--- config.mk ---
export PLATFORM = sky130hd
export DESIGN_NAME = key_debounce_array
export DESIGN_NICKNAME = d
export VERILOG_FILES = /design/src/rtl/key_pkg.sv /design/src/rtl/key_debounce_ch.sv /design/src/rtl/key_debounce_array.sv
export SDC_FILE = /design/constraint.sdc
export NUM_CORES = 1
export LEC_CHECK = 0
export CAP_MARGIN = 20
export CORE_ASPECT_RATIO = 0.6
export CORE_UTILIZATION = 54
export CTS_CLUSTER_DIAMETER = 30
export DETAILED_ROUTE_END_ITERATION = 12
export PLACE_DENSITY = 0.84
export SYNTH_ARGS = -nofsm -noshare
export SYNTH_HDL_FRONTEND = slang
export SYNTH_SLANG_ARGS = --single-unit
--- constraint.sdc ---
create_clock -name clk -period 1.63 [get_ports clk]
set_input_delay 0.2445 -clock clk [delete_from_list [all_inputs] [get_ports clk]]
set_output_delay 0.2445 -clock clk [all_outputs]
set_load 0.02 [all_outputs]
--- src/rtl/key_pkg.sv ---
// ============================================================================
// Module : key_pkg
// Brief  : Shared state encoding and default timing constants for the key
//          debounce array.
// Rev    : 1.0  initial release
// ============================================================================
`default_nettype none

package key_pkg;

    localparam int c_db_cycles_def   = 1000000;   // 20 ms at 50 MHz
    localparam int c_long_cycles_def = 50000000;  // 1 s at 50 MHz

    localparam logic [1:0] c_st_idle         = 2'd0;
    localparam logic [1:0] c_st_press_wait   = 2'd1;
    localparam logic [1:0] c_st_held         = 2'd2;
    localparam logic [1:0] c_st_release_wait = 2'd3;

    typedef enum logic [1:0] {
        ST_IDLE         = c_st_idle,
        ST_PRESS_WAIT   = c_st_press_wait,
        ST_HELD         = c_st_held,
        ST_RELEASE_WAIT = c_st_release_wait
    } key_state_e;

endpackage

`default_nettype wire

--- src/rtl/key_debounce_ch.sv ---
// ============================================================================
// Module : key_debounce_ch
// Brief  : One debounce channel: 2-flop synchronizer, press/release FSM with a
//          saturating stability counter, optional long-press detector enabled
//          by macro KEY_LONGPRESS_EN.
// Rev    : 1.0  initial release
// ============================================================================
`default_nettype none

module key_debounce_ch
    import key_pkg::*;
#(
    parameter int DB_CYCLES   = c_db_cycles_def,
    parameter int LONG_CYCLES = c_long_cycles_def
) (
    input  logic clk,
    input  logic rst,
    input  logic i_key_n,
    output logic o_level,
    output logic o_press,
    output logic o_release,
    output logic o_long
);

    localparam int c_cnt_w = $clog2(DB_CYCLES + 1);
    localparam logic [c_cnt_w-1:0] c_cnt_max = c_cnt_w'(DB_CYCLES);
    localparam logic [c_cnt_w-1:0] c_cnt_one = c_cnt_w'(1);

    if (DB_CYCLES < 2 || LONG_CYCLES <= DB_CYCLES) begin : g_bad_cfg
        $error("key_debounce_ch: need DB_CYCLES >= 2 and LONG_CYCLES > DB_CYCLES");
    end

    logic [1:0]         sync_q,    sync_d;
    key_state_e         state_q,   state_d;
    logic [c_cnt_w-1:0] cnt_q,     cnt_d;
    logic               level_q,   level_d;
    logic               press_q,   press_d;
    logic               release_q, release_d;
    logic               w_pressed;
    logic [c_cnt_w-1:0] w_cnt_inc;

    assign sync_d    = {sync_q[0], i_key_n};
    assign w_pressed = ~sync_q[1];
    assign w_cnt_inc = (cnt_q == c_cnt_max) ? cnt_q : cnt_q + c_cnt_one;

    // Acceptance is tested on the registered count so the pulse lands
    // DB_CYCLES+2 cycles after the raw edge is first sampled.
    always_comb begin
        state_d   = state_q;
        cnt_d     = cnt_q;
        level_d   = level_q;
        press_d   = 1'b0;
        release_d = 1'b0;
        case (state_q)
            ST_IDLE: begin
                if (w_pressed) begin
                    state_d = ST_PRESS_WAIT;
                    cnt_d   = c_cnt_one;
                end
            end
            ST_PRESS_WAIT: begin
                if (cnt_q == c_cnt_max) begin
                    state_d = ST_HELD;
                    cnt_d   = '0;
                    level_d = 1'b1;
                    press_d = 1'b1;
                end else if (!w_pressed) begin
                    state_d = ST_IDLE;
                    cnt_d   = '0;
                end else begin
                    cnt_d = w_cnt_inc;
                end
            end
            ST_HELD: begin
                if (!w_pressed) begin
                    state_d = ST_RELEASE_WAIT;
                    cnt_d   = c_cnt_one;
                end
            end
            ST_RELEASE_WAIT: begin
                if (cnt_q == c_cnt_max) begin
                    state_d   = ST_IDLE;
                    cnt_d     = '0;
                    level_d   = 1'b0;
                    release_d = 1'b1;
                end else if (w_pressed) begin
                    state_d = ST_HELD;
                    cnt_d   = '0;
                end else begin
                    cnt_d = w_cnt_inc;
                end
            end
            default: begin
                state_d = ST_IDLE;
                cnt_d   = '0;
                level_d = 1'b0;
            end
        endcase
    end

    always_ff @(posedge clk) begin
        if (rst) begin
            sync_q    <= 2'b11;
            state_q   <= ST_IDLE;
            cnt_q     <= '0;
            level_q   <= 1'b0;
            press_q   <= 1'b0;
            release_q <= 1'b0;
        end else begin
            sync_q    <= sync_d;
            state_q   <= state_d;
            cnt_q     <= cnt_d;
            level_q   <= level_d;
            press_q   <= press_d;
            release_q <= release_d;
        end
    end

    assign o_level   = level_q;
    assign o_press   = press_q;
    assign o_release = release_q;

`ifdef KEY_LONGPRESS_EN
    localparam int c_long_w = $clog2(LONG_CYCLES + 1);
    localparam logic [c_long_w-1:0] c_long_last = c_long_w'(LONG_CYCLES - 1);
    localparam logic [c_long_w-1:0] c_long_max  = c_long_w'(LONG_CYCLES);
    localparam logic [c_long_w-1:0] c_long_one  = c_long_w'(1);

    logic [c_long_w-1:0] long_cnt_q, long_cnt_d;
    logic                long_q,     long_d;

    // Counter is zero in the key_press cycle and saturates, so the pulse fires once.
    always_comb begin
        long_cnt_d = '0;
        long_d     = 1'b0;
        if (state_q == ST_HELD && state_d == ST_HELD) begin
            long_cnt_d = (long_cnt_q == c_long_max) ? long_cnt_q : long_cnt_q + c_long_one;
        end
        if (state_q == ST_HELD && long_cnt_q == c_long_last) begin
            long_d = 1'b1;
        end
    end

    always_ff @(posedge clk) begin
        if (rst) begin
            long_cnt_q <= '0;
            long_q     <= 1'b0;
        end else begin
            long_cnt_q <= long_cnt_d;
            long_q     <= long_d;
        end
    end

    assign o_long = long_q;
`else
    assign o_long = 1'b0;
`endif

endmodule

`default_nettype wire

--- src/rtl/key_debounce_array.sv ---
// ============================================================================
// Module : key_debounce_array
// Brief  : N_KEYS independent push-button debouncers with press/release/long
//          pulses; long-press detection enabled by macro KEY_LONGPRESS_EN.
// Rev    : 1.0  initial release
// ============================================================================
`default_nettype none

module key_debounce_array
    import key_pkg::*;
#(
    parameter int N_KEYS      = 2,
    parameter int DB_CYCLES   = c_db_cycles_def,
    parameter int LONG_CYCLES = c_long_cycles_def
) (
    input  logic              clk,
    input  logic              rst,
    input  logic [N_KEYS-1:0] key_n,
    output logic [N_KEYS-1:0] key_level,
    output logic [N_KEYS-1:0] key_press,
    output logic [N_KEYS-1:0] key_release,
    output logic [N_KEYS-1:0] key_long
);

    if (N_KEYS < 1 || N_KEYS > 32) begin : g_bad_n_keys
        $error("key_debounce_array: N_KEYS must be in 1..32");
    end

    for (genvar gi = 0; gi < N_KEYS; gi++) begin : g_ch
        key_debounce_ch #(
            .DB_CYCLES   (DB_CYCLES),
            .LONG_CYCLES (LONG_CYCLES)
        ) u_ch (
            .clk       (clk),
            .rst       (rst),
            .i_key_n   (key_n[gi]),
            .o_level   (key_level[gi]),
            .o_press   (key_press[gi]),
            .o_release (key_release[gi]),
            .o_long    (key_long[gi])
        );
    end

endmodule

`default_nettype wire

; ---- Word level (Yosys, flattened, before mapping)
; Cells that the tools add are included.
[classes]
add_sub_neg = 2
eq_ne = 20
mux = 36
bitwise = 4
reduce_logical = 14
[op_table]
columns = cell, n
row1 = two-way mux 20 bit, 12
row2 = one-hot mux 20 bit (4 select lines), 2
row3 = "adder 20 x 1 -> 20 bit, second input constant", 2
row4 = "== test 20 bit, second input constant", 2
row5 = two-way mux 2 bit, 12
row6 = one-hot mux 2 bit (4 select lines), 2
row7 = "!= test 2 x 1 -> 1 bit, second input constant", 6
row8 = "== test 2 bit, second input constant", 4
row9 = AND reduction 4 bit, 2
row10 = OR reduction 2 bit, 4
row11 = two-way mux 1 bit, 6
row12 = "!= test 3 x 1 -> 1 bit, second input constant", 2
row13 = "!= test 3 bit, second input constant", 2
row14 = AND reduction 3 bit, 2
row15 = "== test 2 x 1 -> 1 bit, second input constant", 2
row16 = logical NOT 2 bit, 2
row17 = "!= test 2 bit, second input constant", 2
row18 = inverter 1 bit, 4
row19 = one-hot mux 1 bit (2 select lines), 2
row20 = AND reduction 2 bit, 2
row21 = nonzero test 2 bit, 2
[word_totals]
reg_bits = 54
in_bits = 4
output_inout_bits = 8
elab_cells = 88

; ---- Longest topological paths before layout
; Gate-level depths: netlist of the first run.
[logic_depth]
ltp_word = 4
ltp_mapped = 9
ltp_nobuf = 7

; ---- Cells and area by module
; A second synthesis of the first run with hierarchy kept.
[unflattened]
hier_cells = 328
area_unflattened_um2 = 2722.6
[by_module_without_submodules]
columns = module, instances, cells_each, area_per_inst_um2, seq_area_each_um2
row1 = key_debounce_ch, 2, 164, 1361.3, 540.5

; ---- Worst setup path after synthesis of the first run
; Ideal clock, no wire load.
[synth_timing]
kind = register -> register
startpoint = reg g_ch[1].u_ch.cnt_q[4]
endpoint = reg g_ch[1].u_ch.cnt_q[19]
setup_time_ns = 0.121
arrival_ns = 1.539
required_time_ns = 1.509
path_slack_ns = -0.030
path_stages_with_launch = 9
n_path_buf = 3
synth_period_minus_slack_ns = 1.660
path_cell_list = dfxtp_1 -> buf_4 -> nor4b_1 -> and4_1 -> a21oi_1 -> buf_4 -> buf_6 -> a21oi_1 -> mux2i_1
[synth_via]
elab_chain_cells = 4
word_cells_on_any_way = 7
classes_between = 1 x add/sub / 1 x eq/ne / 5 x mux
[synth_rtl]
columns = element, line
row1 = start: declaration, key_debounce_ch.sv:35  ; logic [c_cnt_w-1:0] cnt_q, cnt_d;
row2 = start signal: assignment, key_debounce_ch.sv:112  ; cnt_q <= cnt_d;
row3 = adder 20 x 1 -> 20 bit, key_debounce_ch.sv:44  ; assign w_cnt_inc = (cnt_q == c_cnt_max) ? cnt_q : cnt_q + c_cnt_one;
row4 = two-way mux 20 bit (on tied branches), "key_debounce_ch.sv:86, key_debounce_ch.sv:67"
row5 = two-way mux 20 bit (on tied branches), "key_debounce_ch.sv:81, key_debounce_ch.sv:62"
row6 = one-hot mux 20 bit (4 select lines) (*), key_debounce_ch.sv:54  ; case (state_q)
; Mark *: on every way between the ends. The rest lies on a longest branch, timed or not.
; A chain may end at the register's enable or synchronous reset.

; ---- Worst setup path in the final report of the first run
[layout_timing]
startpoint = reg g_ch[0].u_ch.cnt_q[2]
endpoint = reg g_ch[0].u_ch.cnt_q[4]
[layout_via]
elab_chain_cells = 4
word_cells_on_any_way = 7
classes_between = 1 x add/sub / 1 x eq/ne / 5 x mux
[layout_rtl]
columns = element, line
row1 = start: declaration, key_debounce_ch.sv:35
row2 = start signal: assignment, key_debounce_ch.sv:112
row3 = adder 20 x 1 -> 20 bit, key_debounce_ch.sv:44
row4 = two-way mux 20 bit (on tied branches), "key_debounce_ch.sv:86, key_debounce_ch.sv:67"
row5 = two-way mux 20 bit (on tied branches), "key_debounce_ch.sv:81, key_debounce_ch.sv:62"
row6 = one-hot mux 20 bit (4 select lines) (*), key_debounce_ch.sv:54
; Marked as above.

==> results of run 1 <==
## worst register-to-register path: stages (launching register included)
cell,delay (ns)
dfxtp_2,0.33
or4b_4,0.55
and3b_2,0.42
a21oi_4,0.10
buf_12,0.15
a21oi_2,0.14
a31oi_1,0.05
## final cells by class
| class | instances | area (um^2) |
|---|---|---|
| well taps | 63 | 78.8 |
| multi-input cells | 232 | 1900 |
| fillers | 197 | 714 |
| clock buffers | 7 | 86.3 |
| flip-flops and latches | 54 | 1110 |
| inverters | 11 | 41.3 |
| clock inverters | 1 | 5.00 |
| repair buffers | 90 | 792 |
## power groups by stage
stage / Sequential (W) / Clock (W) / Combinational (W)
after detailed placement: 0.00136 / 0 / 0.0000984
after global placement: 0.00136 / 0 / 0.0000944
final: 0.00133 / 0.000844 / 0.000140
after CTS: 0.00133 / 0.000797 / 0.000106
after global routing: 0.00133 / 0.000890 / 0.000140
after floorplan: 0.00136 / 0 / 0.0000580
## registers in the layout (all words and copies together) (netlist names)
| signal | cells |
|---|---|
| g_ch.u_ch.cnt_q | 40 |
| g_ch.u_ch.state_q | 4 |
| g_ch.u_ch.sync_q | 4 |
| g_ch.u_ch.o_level | 2 |
| g_ch.u_ch.o_press | 2 |
| g_ch.u_ch.o_release | 2 |
## how the worst max path moves through the flow
stage	from	to	slack [ns]	cells past startpoint
floorplan	g_ch[0].u_ch.cnt_q[3]$_SDFFE_PP0P_	g_ch[0].u_ch.cnt_q[2]$_SDFFE_PP0P_	0.01	6
global placement	rst	g_ch[0].u_ch.cnt_q[19]$_SDFFE_PP0P_	-0.21	6
detailed placement	rst	g_ch[0].u_ch.cnt_q[17]$_SDFFE_PP0P_	-0.32	6
CTS	g_ch[0].u_ch.cnt_q[2]$_SDFFE_PP0P_	g_ch[0].u_ch.cnt_q[17]$_SDFFE_PP0P_	-0.12	5
global route	g_ch[0].u_ch.cnt_q[1]$_SDFFE_PP0P_	g_ch[0].u_ch.cnt_q[19]$_SDFFE_PP0P_	-0.30	8
finish	g_ch[0].u_ch.cnt_q[2]$_SDFFE_PP0P_	g_ch[0].u_ch.cnt_q[4]$_SDFFE_PP0P_	-0.24	6
## cell families (layout without fill, tap and decap cells)
logic type	Yosys count	in the layout	synth area share, %
other cells	1	2	0.136
flops	54	54	39.2
compound gates	66	69	15.7
xor+xnor	18	18	5.99
buf+inv	32	109	7.26
fa+ha+maj	4	4	1.81
simple gates	136	136	28.8
mux	3	3	1.09
## metal layers
metal	track usage (%)	vias up	part of all wire [%]
met5	1.85	-	0
li1	-	1322	-
met1	50.2	1553	35
met4	21.5	0	8.3
met3	15.7	139	16
met2	54.0	385	40
## per-stage QoR
stage / hold slack (ns) / worst slack, ns / TNS, ns / instances / total power, W
2_1_floorplan: 0.348 / 0.0139 / 0 / 315 / 0.00142
3_3_place_gp: 0.394 / -0.213 / -2.38 / 430 / 0.00146
3_5_place_dp: 0.394 / -0.317 / -3.68 / 430 / 0.00146
4_1_cts: 0.416 / -0.118 / -1.72 / 446 / 0.00224
5_1_grt: 0.430 / -0.303 / -7.87 / 458 / 0.00236
6_report: 0.424 / -0.243 / -6.10 / 458 / 0.00232
## synth_stat cells (all sizes together) (6+ instances only)
master,n
nand2,25
o21ai,6
nand3,27
nand4,12
xnor2,9
a22o,10
nor4,6
xor2,9
a21oi,21
dfxtp,54
inv,11
buf,15
nor3,10
nor2,16
a31oi,20
and3,11
## timing repair
action / in CTS / in global routing
pin swaps: 30 / 21
resized for setup: 54 / 54
setup endpoints to repair: 39 / 45
gates cloned: 5 / 1
buffers inserted: 3 / 13
hold buffers: 0 / 0
==> impl_metrics.py, run 1 <==
metrics = {
    "setup_path": {
        "critical_path_arrival_ns": 2.09,
        "cp.required_ns": 1.85,
        "worstSetupPathType": "register to register",
        "rr_worst_depth": 6,
        "reg2reg_to": "g_ch[0].u_ch.cnt_q[4]$_SDFFE_PP0P_",
        "critPathSlowestCell": "or4b_4",
        "cpPeakStageDelay_ns": 0.55,
        "critPathBufInv": 1,
        "cp_max_fo": 7,
        "r2r_slack_ns": -0.24,
        "r2r-start": "g_ch[0].u_ch.cnt_q[2]$_SDFFE_PP0P_",
        "crit_path_end_kind": "register",
        "cp_top_family": "simple AND/OR/NAND/NOR gates",
        "critPathLaunchType": "register",
        "crit_path_cell_trace": "or4b_4, and3b_2, a21oi_4, buf_12, a21oi_2, a31oi_1",
    },
    "grt": {
        "grt_pass1_wl_um": 15400,
        "grt_antenna_before_repair": 0,
        "grt_max_degree": 16,
        "grt_pass1_vias": 2939,
        "overflow": 0,
        "track_usage_pct": 38.6,
    },
    "drt": {
        "drc": 0,
        "wl_per_cell_um": 26.6,
        "via_count": 3399,
        "wl_um": 12200,
        "dr.first_iter.drc_count": 498,
        "drt.antenna.violating_nets": 0,
        "drt_first_pass_iters": 6,
        "viasPerCell": 7.42,
    },
    "synthesis": {
        "netlist.area_leader.share_pct": 39.2,
        "syn_area_um2": 2760,
        "syn_inst": 314,
        "syn_avg_cell_area_um2": 8.79,
        "yosysTopAreaCell": "dfxtp_1",
        "synth_edf_count": 0,
        "ys_ff_latch": 54,
        "synth-main-ff-cell": "dfxtp_1",
        "synth_area_leaders": "dfxtp_1, nand3_1, a31oi_1",
        "synthDistinctLibCells": 45,
        "ys_seq_area_share_pct": 39.2,
        "synthArstFlopShare_pct": 0,
        "yosys_warnings": 0,
    },
    "power_and_ir_drop": {
        "p_int_w": 0.00172,
        "switching_share_pct": 25.7,
        "ir_worst_vdd_mv": 1.03,
        "switchingPower_w": 0.000596,
        "clkPwrFrac_pct": 36.4,
        "p_leak_nw": 1.55,
        "p_comb_share_pct": 6.0,
        "seqPwrFrac_pct": 57.5,
        "power.density_nw_per_um2": 577,
    },
    "min_path": {
        "min_from": "g_ch[0].u_ch.sync_q[0]$_SDFF_PP1_",
        "holdPathStages": 1,
        "hold_path.class": "register to register",
        "hold_path_end": "g_ch[0].u_ch.sync_q[1]$_SDFF_PP1_",
    },
    "timing": {
        "rsz0062_at_grt": "true",
        "fin_crit_sh_pct": 115,
        "finalSetupViolations": 43,
        "fin_ws_ns": -0.243,
        "drv_slew": 0,
        "fmax_mhz": 534,
        "hold_viol": 0,
        "finalCriticalPeriod_ns": 1.87,
        "finClkSkew_ns": 0.0106,
    },
    "place": {
        "gp_congestion": 0.970,
        "io_buffers": 9,
        "placedInstanceArea_um2": 3280,
        "dpl.hpwl_um": 5210,
    },
    "layout": {
        "mostFrequentLayoutCell": "buf_4",
        "n_antenna_cell": 0,
        "final_cell_mix": "buf_4, dfxtp_1, nand2_1",
        "utilization_pct": 84.9,
        "fin_nets": 402,
        "drive_above_1_share_pct": 46.8,
        "fin_area_um2": 4020,
        "area_growth_syn_to_layout_pct": 45.6,
    },
    "clock_tree": {
        "insertion_delay_ns": 0.34,
        "path_clk_slew_ns": 0.10,
        "numCtsBuffers": 5,
        "cts_tree": "yes",
        "root_buffer": "clkbuf_8",
        "htree_levels": 2,
        "cts.sinks": 54,
        "clock_path_buffers": 2,
    },
    "die": {
        "rows": 19,
        "fp.dieW_um": 94.3,
        "io_pins": 12,
        "initial_core_util_pct": 58.3,
        "die_h_um": 57.4,
        "core_um2": 4730,
        "dieArea_um2": 5410,
    },
    "flow_run": {
        "cap_violations": 0,
    },
    "status": {
        "status": "finished with violations",
        "violations": "negative setup slack",
    },
}
Power figures use the tool's default switching activity.
==> run 2, diff against run 1 <==
--- a/config.mk
+++ b/config.mk
@@ -6,11 +6,12 @@
 export NUM_CORES = 1
 export LEC_CHECK = 0
 export CAP_MARGIN = 20
-export CORE_ASPECT_RATIO = 0.6
+export CORE_ASPECT_RATIO = 0.8
 export CORE_UTILIZATION = 54
 export CTS_CLUSTER_DIAMETER = 30
 export DETAILED_ROUTE_END_ITERATION = 12
 export PLACE_DENSITY = 0.84
+export SLEW_MARGIN = 10
 export SYNTH_ARGS = -nofsm -noshare
 export SYNTH_HDL_FRONTEND = slang
 export SYNTH_SLANG_ARGS = --single-unit
==> run 2 against run 1 <==
Effect of this change:
- the run still ends with negative setup slack left
- global-route usage fell by 3.8 points
- non-clock buffer count fell by 7
- via count rose by 5.0%
- clock-buffer cell count fell by 2
- first-iteration DRC count rose by 62%
- critical path type unchanged
- combinational power rose by 16%
==> impl_metrics.py, run 2 (same netlist as run 1, synthesis figures left out) <==
metrics = {
    "layout": {
        "largest_register_ffs": 40,
        "mostFrequentLayoutCell": "buf_4",
        "multi_input_area_um2": 1930,
        "top_regs": "g_ch.u_ch.cnt_q (40), g_ch.u_ch.state_q (4), g_ch.u_ch.sync_q (4)",
        "fill_cells": 185,
        "final_cell_mix": "buf_4, dfxtp_1, nand3_1, nand2_1, a31oi_1",
        "regArea_um2": 1100,
        "drive_above_1_share_pct": 45.2,
        "fin_nets": 392,
        "largest_register": "g_ch.u_ch.cnt_q",
        "fin_area_um2": 4020,
        "area_growth_syn_to_layout_pct": 45.8,
    },
    "clock_tree": {
        "htree_levels": 2,
        "numCtsBuffers": 5,
        "cts_tree": "yes",
        "hold_buffers": 0,
        "insertion_delay_ns": 0.35,
        "root_buffer": "clkbuf_8",
        "path_clk_slew_ns": 0.11,
        "clock_path_buffers": 2,
        "cts.sinks": 54,
    },
    "grt": {
        "grt_pass1_wl_um": 13800,
        "grt_max_degree": 27,
        "overflow": 0,
        "track_usage_pct": 34.8,
        "grt_antenna_before_repair": 3,
        "grt_pass1_vias": 2724,
    },
    "die": {
        "die_h_um": 65.9,
        "initial_core_util_pct": 58.3,
        "rows": 22,
        "core_um2": 4730,
        "io_pins": 12,
        "dieArea_um2": 5400,
        "fp.dieW_um": 81.9,
    },
    "setup_path": {
        "worstSetupPathType": "register to register",
        "critical_path_arrival_ns": 2.39,
        "cp.required_ns": 1.82,
        "critPathLaunchType": "register",
        "crit_path_end_kind": "register",
        "cp_max_fo": 6,
        "rr_worst_depth": 6,
    },
    "timing": {
        "worst_slew_pin_slew_ns": 0.769,
        "finalCriticalPeriod_ns": 2.20,
        "slew_headroom_pct": 48.3,
        "finClkSkew_ns": 0.0266,
        "finalSetupViolations": 52,
        "rsz0062_at_grt": "true",
        "drv_slew": 0,
        "fmax_mhz": 454,
        "fin_ws_ns": -0.571,
        "hold_viol": 0,
        "fin_crit_sh_pct": 135,
    },
    "drt": {
        "via_count": 3569,
        "viasPerCell": 7.97,
        "dr.first_iter.drc_count": 805,
        "wl_um": 14400,
        "wl_per_cell_um": 32.2,
        "drt.antenna.violating_nets": 0,
        "drc": 0,
        "drt_first_pass_iters": 8,
    },
    "status": {
        "violations": "negative setup slack",
        "status": "finished with violations",
    },
    "place": {
        "dp_slack_ns": -0.161,
        "gp_congestion": 0.924,
        "placedInstanceArea_um2": 3240,
        "dpl.hpwl_um": 4860,
        "io_buffers": 9,
    },
    "min_path": {
        "hold_path.class": "register to register",
        "holdPathStages": 1,
    },
    "power_and_ir_drop": {
        "seqPwrFrac_pct": 56.2,
        "p_comb_share_pct": 6.8,
        "clkPwrFrac_pct": 37.0,
        "p_leak_nw": 1.56,
        "power.density_nw_per_um2": 593,
        "p_int_w": 0.00171,
        "switching_share_pct": 28.1,
        "ir_worst_vdd_mv": 0.588,
        "switchingPower_w": 0.000670,
    },
    "flow_run": {
        "cap_violations": 0,
    },
}
==> run 2: changes by cell type in the layout (fill, tap and decap cells not counted), moves of 3 or more <==
cell,before,now
diode_2,0,3
buf_6,7,16
dfxtp_2,17,14
buf_4,69,54
dfxtp_1,35,39
==> run 2: repair_timing <==
item	4_1_cts	5_1_grt
buffers inserted	3	9
setup endpoints to repair	40	47
cloned	3	3
resized for setup	48	70
pin swaps	11	38
==> run 2: path summary, 6_finish.rpt <==
kind                                  startpoint                             endpoint  slack (ns)
min reg2reg    g_ch[1].u_ch.sync_q[0]$_SDFF_PP1_    g_ch[1].u_ch.sync_q[1]$_SDFF_PP1_        0.44
max          g_ch[0].u_ch.cnt_q[19]$_SDFFE_PP0P_  g_ch[0].u_ch.cnt_q[19]$_SDFFE_PP0P_       -0.57
max reg2reg  g_ch[0].u_ch.cnt_q[19]$_SDFFE_PP0P_  g_ch[0].u_ch.cnt_q[19]$_SDFFE_PP0P_       -0.57
min            g_ch[1].u_ch.sync_q[0]$_SDFF_PP1_    g_ch[1].u_ch.sync_q[1]$_SDFF_PP1_        0.44
==> run 2: final cells by class <==
cell class / count / share of cell area (%)
Multi-Input combinational cell: 229 / 48.0
Sequential cell: 54 / 27.4
Timing Repair Buffer: 83 / 19.0
Tap cell: 60 / 1.87
Clock buffer: 5 / 1.71
Inverter: 11 / 1.03
Clock inverter: 3 / 0.716
Antenna cell: 3 / 0.187
==> run 2: per-stage QoR <==
stage | utilization [%] | setup TNS, ns | std cells | hold slack (ns) | power, W
final | 84.9 | -16.51 | 448 | 0.445 | 0.00238
after global routing | 84.9 | -18.03 | 448 | 0.459 | 0.00241
after floorplan | - | 0 | 315 | 0.348 | 0.00142
after CTS | 75.8 | -0.841 | 435 | 0.426 | 0.00228
after detailed placement | 68.5 | -2.26 | 421 | 0.403 | 0.00147
after global placement | 68.5 | -0.403 | 421 | 0.392 | 0.00147
==> run 2: power by group through the flow <==
stage,Combinational [W],Clock (W),Sequential [W]
final,0.000162,0.000882,0.00134
after global routing,0.000163,0.000903,0.00134
after CTS,0.000123,0.000817,0.00134
after detailed placement,0.000107,0,0.00136
after global placement,0.000102,0,0.00136
after floorplan,0.0000580,0,0.00136
==> run 2: per-layer routing <==
metal / vias to the layer above / GRT usage [%] / wire [um]
li1: 1297 / - / -
met1: 1594 / 41.9 / 4600
met2: 465 / 58.4 / 5540
met3: 207 / 8.97 / 2570
met4: 6 / 14.5 / 1610
met5: - / 0 / 97
==> run 2: worst max-delay path, cell delays in order (launching register included) <==
cell and delay, ns:
dfxtp_1 0.46, nor4b_1 0.60, and3b_2 0.41, a21oi_4 0.14
clkbuf_16 0.19, a41oi_2 0.17, a31oi_1 0.09
